$ cat config.mk
export PLATFORM = sky130hd
export DESIGN_NAME = rr_mux_reg_flat
export DESIGN_NICKNAME = d
export VERILOG_FILES = /design/src/rtl/rr_mux_reg_pkg.sv /design/src/rtl/rr_mux_reg_if.sv /design/src/rtl/rr_mux_reg_arbiter.sv /design/src/rtl/rr_mux_reg.sv /design/src/flat_wrapper.sv
export SDC_FILE = /design/constraint.sdc
export NUM_CORES = 1
export LEC_CHECK = 0
export BUFFER_PORTS_ARGS = -buffer_cell sky130_fd_sc_hd__buf_2
export CORE_AREA = 4 4 41 43
export CTS_CLUSTER_DIAMETER = 200
export DETAILED_ROUTE_END_ITERATION = 8
export DIE_AREA = 0 0 45 47
export PLACE_DENSITY_LB_ADDON = 0.1
export SLEW_MARGIN = 20
export SYNTH_ARGS = -nofsm -noshare
export SYNTH_HDL_FRONTEND = slang
export SYNTH_SLANG_ARGS = --single-unit
$ cat constraint.sdc
create_clock -name clk -period 1.5 [get_ports clk]
set_clock_uncertainty 0.15 [all_clocks]
set_input_delay 0.075 -clock clk [delete_from_list [all_inputs] [get_ports clk]]
set_output_delay 0.075 -clock clk [all_outputs]
set_load 0.005 [all_outputs]
$ cat src/rtl/rr_mux_reg_pkg.sv
// Shared definitions for the arbitrated registered mux: select-width helper and arbitration modes.
package mux_pkg;

  typedef enum logic {
    RR_FIXED = 1'b0,
    RR_ROUND = 1'b1
  } rr_mode_e;

  // A single channel still needs one bit so index ports never collapse to zero width.
  function automatic int sel_width(input int channels);
    return (channels > 1) ? $clog2(channels) : 1;
  endfunction

endpackage

$ cat src/rtl/rr_mux_reg_if.sv
// Producer/consumer bundle for rr_mux_reg: per-channel valid/ready inputs, one registered output.
interface rr_mux_reg_if
  import mux_pkg::*;
#(
  parameter int CHANNELS = 2,
  parameter int WIDTH    = 1
);
  localparam int ADDR_SIZE = sel_width(CHANNELS);

  logic [WIDTH*CHANNELS-1:0] in_data;
  logic [CHANNELS-1:0]       in_valid;
  logic [CHANNELS-1:0]       in_ready;
  logic                      enable;
  logic [WIDTH-1:0]          out_data;
  logic [ADDR_SIZE-1:0]      out_sel;
  logic                      out_valid;
  logic                      out_ready;

  modport master (
    output in_data, in_valid, enable, out_ready,
    input  in_ready, out_data, out_sel, out_valid
  );

  modport slave (
    input  in_data, in_valid, enable, out_ready,
    output in_ready, out_data, out_sel, out_valid
  );

endinterface

$ cat src/rtl/rr_mux_reg_arbiter.sv
// Combinational arbiter: request vector plus search pointer -> one-hot grant and its index.
module rr_arbiter
  import mux_pkg::*;
#(
  parameter int CHANNELS = 2,
  parameter int RR_MODE  = 1
) (
  input  logic [CHANNELS-1:0]            req,
  input  logic [sel_width(CHANNELS)-1:0] ptr,
  output logic [CHANNELS-1:0]            grant,
  output logic [sel_width(CHANNELS)-1:0] idx
);
  localparam int          ADDR_SIZE = sel_width(CHANNELS);
  localparam int unsigned NCH       = CHANNELS;

  int unsigned cand;
  logic        found;

  // Walk channels in priority order; round-robin starts at ptr and wraps, fixed starts at 0.
  always_comb begin
    grant = '0;
    idx   = '0;
    found = 1'b0;
    cand  = 0;
    for (int unsigned i = 0; i < NCH; i++) begin
      if (RR_MODE == int'(RR_ROUND)) begin
        cand = (32'(ptr) + i) % NCH;
      end else begin
        cand = i;
      end
      if (!found && req[cand]) begin
        grant[cand] = 1'b1;
        idx         = ADDR_SIZE'(cand);
        found       = 1'b1;
      end
    end
  end

endmodule

$ cat src/rtl/rr_mux_reg.sv
// Registered N:1 mux with valid/ready flow control and fixed-priority or round-robin arbitration.
module rr_mux_reg
  import mux_pkg::*;
#(
  parameter int CHANNELS = 2,
  parameter int WIDTH    = 1,
  parameter int RR_MODE  = 1
) (
  input  logic         clk,
  input  logic         rst,
  rr_mux_reg_if.slave  bus
);
  localparam int ADDR_SIZE = sel_width(CHANNELS);

  logic [CHANNELS-1:0]  req;
  logic [CHANNELS-1:0]  grant;
  logic [ADDR_SIZE-1:0] grant_idx;
  logic [ADDR_SIZE-1:0] rr_ptr;
  logic [WIDTH-1:0]     sel_data;
  logic                 load;

  logic [WIDTH-1:0]     out_data_q;
  logic [ADDR_SIZE-1:0] out_sel_q;
  logic                 out_valid_q;

  assign req  = bus.in_valid & {CHANNELS{bus.enable}};
  assign load = bus.enable & (|bus.in_valid) & (~out_valid_q | bus.out_ready);

  rr_arbiter #(
    .CHANNELS (CHANNELS),
    .RR_MODE  (RR_MODE)
  ) u_arb (
    .req   (req),
    .ptr   (rr_ptr),
    .grant (grant),
    .idx   (grant_idx)
  );

  always_comb begin
    sel_data = '0;
    for (int unsigned i = 0; i < CHANNELS; i++) begin
      sel_data = sel_data | (bus.in_data[WIDTH*i +: WIDTH] & {WIDTH{grant[i]}});
    end
  end

  assign bus.in_ready  = (load && !rst) ? grant : '0;
  assign bus.out_data  = out_data_q;
  assign bus.out_sel   = out_sel_q;
  assign bus.out_valid = out_valid_q;

  always_ff @(posedge clk) begin
    if (rst) begin
      out_valid_q <= 1'b0;
      out_data_q  <= '0;
      out_sel_q   <= '0;
      rr_ptr      <= '0;
    end else if (load) begin
      out_valid_q <= 1'b1;
      out_data_q  <= sel_data;
      out_sel_q   <= grant_idx;
      if (RR_MODE == int'(RR_ROUND)) begin
        rr_ptr <= (grant_idx == ADDR_SIZE'(CHANNELS - 1)) ? '0 : grant_idx + ADDR_SIZE'(1);
      end
    end else if (bus.out_ready) begin
      out_valid_q <= 1'b0;
    end
  end

endmodule

$ cat src/flat_wrapper.sv
// flat-port wrapper written by rule: the top's interface ports become plain ports
module rr_mux_reg_flat import mux_pkg::*;
#(
  parameter int CHANNELS = 2,
  parameter int WIDTH    = 1,
  parameter int RR_MODE  = 1
)
  (clk, rst, bus_in_data, bus_in_valid, bus_enable, bus_out_ready, bus_in_ready, bus_out_data, bus_out_sel, bus_out_valid);
  rr_mux_reg_if #(.CHANNELS(CHANNELS), .WIDTH(WIDTH)) bus_i ();
  input  logic clk;
  input  logic rst;
  input wire logic [$bits(bus_i.in_data)-1:0] bus_in_data;
  input wire logic [$bits(bus_i.in_valid)-1:0] bus_in_valid;
  input wire logic [$bits(bus_i.enable)-1:0] bus_enable;
  input wire logic [$bits(bus_i.out_ready)-1:0] bus_out_ready;
  output wire logic [$bits(bus_i.in_ready)-1:0] bus_in_ready;
  output wire logic [$bits(bus_i.out_data)-1:0] bus_out_data;
  output wire logic [$bits(bus_i.out_sel)-1:0] bus_out_sel;
  output wire logic [$bits(bus_i.out_valid)-1:0] bus_out_valid;
  assign bus_i.in_data = bus_in_data;
  assign bus_i.in_valid = bus_in_valid;
  assign bus_i.enable = bus_enable;
  assign bus_i.out_ready = bus_out_ready;
  assign bus_in_ready = bus_i.in_ready;
  assign bus_out_data = bus_i.out_data;
  assign bus_out_sel = bus_i.out_sel;
  assign bus_out_valid = bus_i.out_valid;
  rr_mux_reg #(.CHANNELS(CHANNELS), .WIDTH(WIDTH), .RR_MODE(RR_MODE)) u_core (.clk(clk), .rst(rst), .bus(bus_i));
endmodule
=== Word level (Yosys, flattened, before mapping) ===
Cells that the tools add are included.

* Word-level logic and storage cells: 44
* Input port bits: 8
* Output and inout port bits: 5
* Flip-flop bits (word level): 4

* Order comparisons: 4
* $add $sub $neg: 2
* Muxes and demuxes: 17
* Bitwise logic cells: 9
* Reductions and logical operators: 8

{| class="wikitable"
|+ Operators by type and width
! cell !! count
|-
| 1-bit two-way mux || 12
|-
| 2-bit two-way mux || 3
|-
| 1-bit bitwise AND || 4
|-
| 1-bit logical AND || 4
|-
| 1-bit by 2-bit < comparator with 1-bit output (second input constant) || 2
|-
| 1-bit adder (second input constant) || 2
|-
| 2-bit bitwise AND || 1
|-
| 1-bit demux with 1-bit select || 2
|-
| 1-bit >= comparator (second input constant) || 2
|-
| 1-bit logical NOT || 2
|-
| 1-bit OR || 2
|-
| 2-bit OR || 1
|-
| 2-bit nonzero test || 1
|-
| 2-bit OR reduction || 1
|-
| 1-bit inverter || 1
|}

=== Depth between registers and ports, before layout ===
* Depth after elaboration: 9
* Depth in mapped cells: 3
* Gate-level depth less buffers: 3

=== Hierarchy ===
Synthesis repeated with hierarchy kept, for this count alone.

* Cell total of the unflattened synthesis: 28
* Area, all modules: 239.0 µm²

{| class="wikitable"
|+ Modules (own cells, without submodules)
! module !! times used !! area each (µm²) !! cells an instance !! seq. area each (µm²)
|-
| rr_mux_reg || 1 || 209.0 || 24 || 80.1
|-
| rr_arbiter || 1 || 30.0 || 4 || 0.0
|}

=== Worst setup path after synthesis ===
Ideal clock, no wire load.

* Kind: register -> register
* Start: register u_core.out_valid_q, in the netlist u_core.bus.out_valid
* End: register u_core.rr_ptr
* Buffers on the path: 0
* Stages on the path, launching flop included: 4
* Data arrival time: 0.869 ns
* Required time: 1.263 ns
* Setup slack: 0.394 ns
* Path through: dfxtp_1 -> nand2b_1 -> a311o_1 -> o31ai_1

* Word-level cells in the longest chain between the ends: 3

{| class="wikitable"
|+ RTL lines
! what !! line !! source
|-
| start: declaration || rr_mux_reg.sv:24 || <nowiki>logic out_valid_q;</nowiki>
|-
| start signal: assignment || rr_mux_reg.sv:53 || <nowiki>out_valid_q <= 1'b0;</nowiki>
|-
| start signal: assignment || rr_mux_reg.sv:58 || <nowiki>out_valid_q <= 1'b1;</nowiki>
|-
| start signal: assignment || rr_mux_reg.sv:65 || <nowiki>out_valid_q <= 1'b0;</nowiki>
|-
| 1-bit inverter || rr_mux_reg.sv:27 || <nowiki>assign load = bus.enable & (|bus.in_valid) & (~out_valid_q | bus.out_ready);</nowiki>
|-
| 1-bit OR || rr_mux_reg.sv:27 ||
|-
| 1-bit bitwise AND || rr_mux_reg.sv:27 ||
|-
| end signal: assignment || rr_mux_reg.sv:62 || <nowiki>rr_ptr <= (grant_idx == ADDR_SIZE'(CHANNELS - 1)) ? '0 : grant_idx + ADDR_SIZE'(1);</nowiki>
|-
| end: declaration || rr_mux_reg.sv:18 || <nowiki>logic [ADDR_SIZE-1:0] rr_ptr;</nowiki>
|}

Every way passes these cells.
A chain may end at the register's enable or synchronous reset.

=== Worst setup path after layout ===
* Start: input bus_enable
* End: output bus_in_ready[0]

* Word-level cells in the longest chain between the ends: 8
* Elaborated cells between the ends (all ways): 15

{| class="wikitable"
|+ RTL lines
! what !! line !! source
|-
| start: declaration || flat_wrapper.sv:14 || <nowiki>input wire logic [$bits(bus_i.enable)-1:0] bus_enable;</nowiki>
|-
| 2-bit bitwise AND || rr_mux_reg.sv:26 || <nowiki>assign req = bus.in_valid & {CHANNELS{bus.enable}};</nowiki>
|-
| 1-bit two-way mux (implied by the code) (2 in series) || rr_mux_reg_arbiter.sv:31 || <nowiki>if (!found && req[cand]) begin</nowiki>
|-
| 1-bit two-way mux || rr_mux_reg_arbiter.sv:31 ||
|-
| 1-bit logical NOT || rr_mux_reg_arbiter.sv:31 ||
|-
| 1-bit logical AND || rr_mux_reg_arbiter.sv:31 ||
|-
| 2-bit two-way mux || rr_mux_reg_arbiter.sv:31 ||
|-
| 2-bit two-way mux (*) || rr_mux_reg.sv:46 || <nowiki>assign bus.in_ready = (load && !rst) ? grant : '0;</nowiki>
|-
| end: declaration || flat_wrapper.sv:16 || <nowiki>output wire logic [$bits(bus_i.in_ready)-1:0] bus_in_ready;</nowiki>
|}

Mark *: on every way between the ends. The rest lies on a longest branch, timed or not. The select of a mux whose other input is x is not followed.

==> flow_metrics.tcl <==
set metrics [dict create \
    synthArstFlopShare_pct 0 \
    p_sw_share_pct 23.96 \
    worst-r2r-cell-count 3 \
    antenna_found_initial 0 \
    p_clk_share_pct 42.4 \
    power.density_nw_per_um2 896.8 \
    power_leakage_nw 0.1565 \
    layout.nets 53 \
    wl_per_cell_um 10.21 \
    p_sw_mw 0.07421 \
    slew-limit-headroom_pct 87.11 \
    tightest_slew_ns 0.1933 \
    layout-drive-gt1-share_pct 41.86 \
    dp_slack_ns 0.3437 \
    clk_latency_ns 0.23 \
    maxSlewViolCount 0 \
    ys_types 21 \
    first_pass_iters 1 \
    path_class "in -> out" \
    synth.avg_cell_area_um2 8.341 \
    yosysSeqAreaShare_pct 35.56 \
    outcome "complete, no violations" \
    synthTopCellsByCount "4 x dfxtp_1, 4 x nand2_1" \
    post-route-util_pct 26.54 \
    setup_viol 0 \
    hold_ws_ns 0.04590 \
    h-tree-depth 1 \
    netlist.area_leader.share_pct 35.56 \
    yosys_register_bits 4 \
    timing.final.crit_share_pct 88.02 \
    cts_buffer_depth 2 \
    ant_nets 0 \
    synth_top_flop_cell "dfxtp_1" \
    cts_made_buffers 3 \
    worst_ir_drop_vdd_v 0.0002519 \
    layoutNonFillerInstCount 58 \
    end_kind "output port" \
    place_area_um2 300.3 \
    hold_start "bus_in_valid[0]" \
    drt_iter0_drc 0 \
    ys_top_cells_by_area "dfxtp_1 36%, nand2_1 6.7%, a211oi_2 5.6%, and3_4 5.0%, a311o_1 4.4%" \
    hold_path_class "in -> reg" \
    seq_power_share_pct 38.6 \
    num_rows 13 \
    final_area_um2 345.3 \
    dpl.cell_count 53 \
    synth_area_um2 225.2 \
    top_usage_layer "met2" \
    rsz0062_at_grt "false" \
    root_buffer "clkbuf_4" \
    grt_pass1_wl_um 1062 \
    wirelength_um 592 \
    area_delta_synth_final_pct 53.33 \
    fin_crit_ns 1.320 \
    fp.dieH_um 47 \
    synth_edf_count 0 \
    r2r_slack_ns 0.38 \
    hold_end "u_core.rr_ptr" \
    maxCapViolations 0 \
    met2_usage_pct 11.58 \
    startpoint_type "input port" \
    cts_tree "done" \
    crit_start "bus_enable" \
    worstPathRequired_ns 1.27 \
    grtUsageMet1_pct 7.062 \
    gp_congestion 0.6425 \
    synthCells 27 \
    synth_top_area_cell "dfxtp_1" \
    met3_usage_pct 6.897 \
    path_clk_slew_ns 0.04 \
    grt_pass1_vias 263 \
    fin_total_pwr_mw 0.3097 \
    die_x_um 45 \
    clock_sinks 4 \
    timing.rr.end "u_core.bus.out_data" \
    vias 259 \
    grt_max_degree 9 \
    dp_hpwl_um 490 \
    dieArea_um2 2115 \
    pwr-share-comb_pct 19.1 \
    io_pins 13 \
    start_util_pct 17.31 \
    intPower_mw 0.2355 \
    core-area_um2 1301 \
    synth_nets 35 \
    drc 0 \
    n_antenna_cell 0 \
    rr_startpoint "u_core.rr_ptr" \
    worstPathMaxFanout 7 \
    finalSetupTns_ns 0 \
    groute.usage.overall_pct 7.589 \
    io_buffer_count 12 \
    whs_path_depth 3 \
    fmax_mhz 757.4 \
    fin_ws_ns 0.1797 \
    cp.arrival_ns 1.10 \
    grt_overflow_total 0 \
    yosysWarnings 0 \
    routed_via_density 4.466 \
    hold_viol_final 0 \
]
[logic make-up after synthesis]
group                  after synthesis  share of synthesized area (%)
AOI/OAI and AO/OA                    7                          26.11
and+or+nand+nor                     14                          35.00
buffers and inverters                2                          3.330
DFF                                  4                          35.56
[what timing repair did]
action | CTS | global route
gates resized for setup | 0 | 1
endpoints found under the hold margin | 3 | 0
endpoints found under the setup margin | 0 | 1
hold buffers | 2 | 0
setup buffers | 0 | 0
[registers in the layout, indices dropped and copies added (netlist names)]
name and cells:
u_core.bus.out_sel 1, u_core.bus.out_valid 1, u_core.rr_ptr 1, u_core.bus.out_data 1
[critical path: stages]
cell and delay (ns):
dlygate4sd3_1 0.52, buf_2 0.16, nand2_1 0.06, nor3_1 0.15, buf_2 0.13
[area by class of cell]
type | instances | area [µm²]
Fill cell | 153 | 955.9
Tap cell | 15 | 18.77
Clock buffer | 3 | 22.52
Timing Repair Buffer | 14 | 80.08
Sequential cell | 4 | 80.08
Inverter | 1 | 3.754
Multi-Input combinational cell | 21 | 140.1
[power by group through the flow]
stage	combinational [mW]	clock [mW]	sequential, mW
finish	0.0591	0.131	0.119
global route	0.0662	0.158	0.120
CTS	0.0600	0.140	0.119
detailed placement	0.0559	0	0.121
global placement	0.0556	0	0.120
floorplan	0.0307	0	0.121
[layout by cell type (no fill, tap or decap), types with 2 or more instances in the layout]
cell type,netlist,routed
nand2_1,4,4
dfxtp_1,4,4
clkbuf_4,0,3
buf_2,0,12
dlygate4sd3_1,0,2
[metal layers]
metal	routed length, µm	vias up
li1	-	132
met1	228	119
met2	300	8
met3	63	0
met4	0	0
met5	0	-
[worst max path at each step]
stage | endpoint | depth (start not counted)
after global placement | u_core.rr_ptr | 3
after global routing | bus_in_ready[0] | 5
after detailed placement | u_core.rr_ptr | 3
final | bus_in_ready[0] | 5
after floorplan | u_core.rr_ptr | 3
after CTS | bus_in_ready[1] | 4
Note: power is estimated with default switching activity, not from simulation.
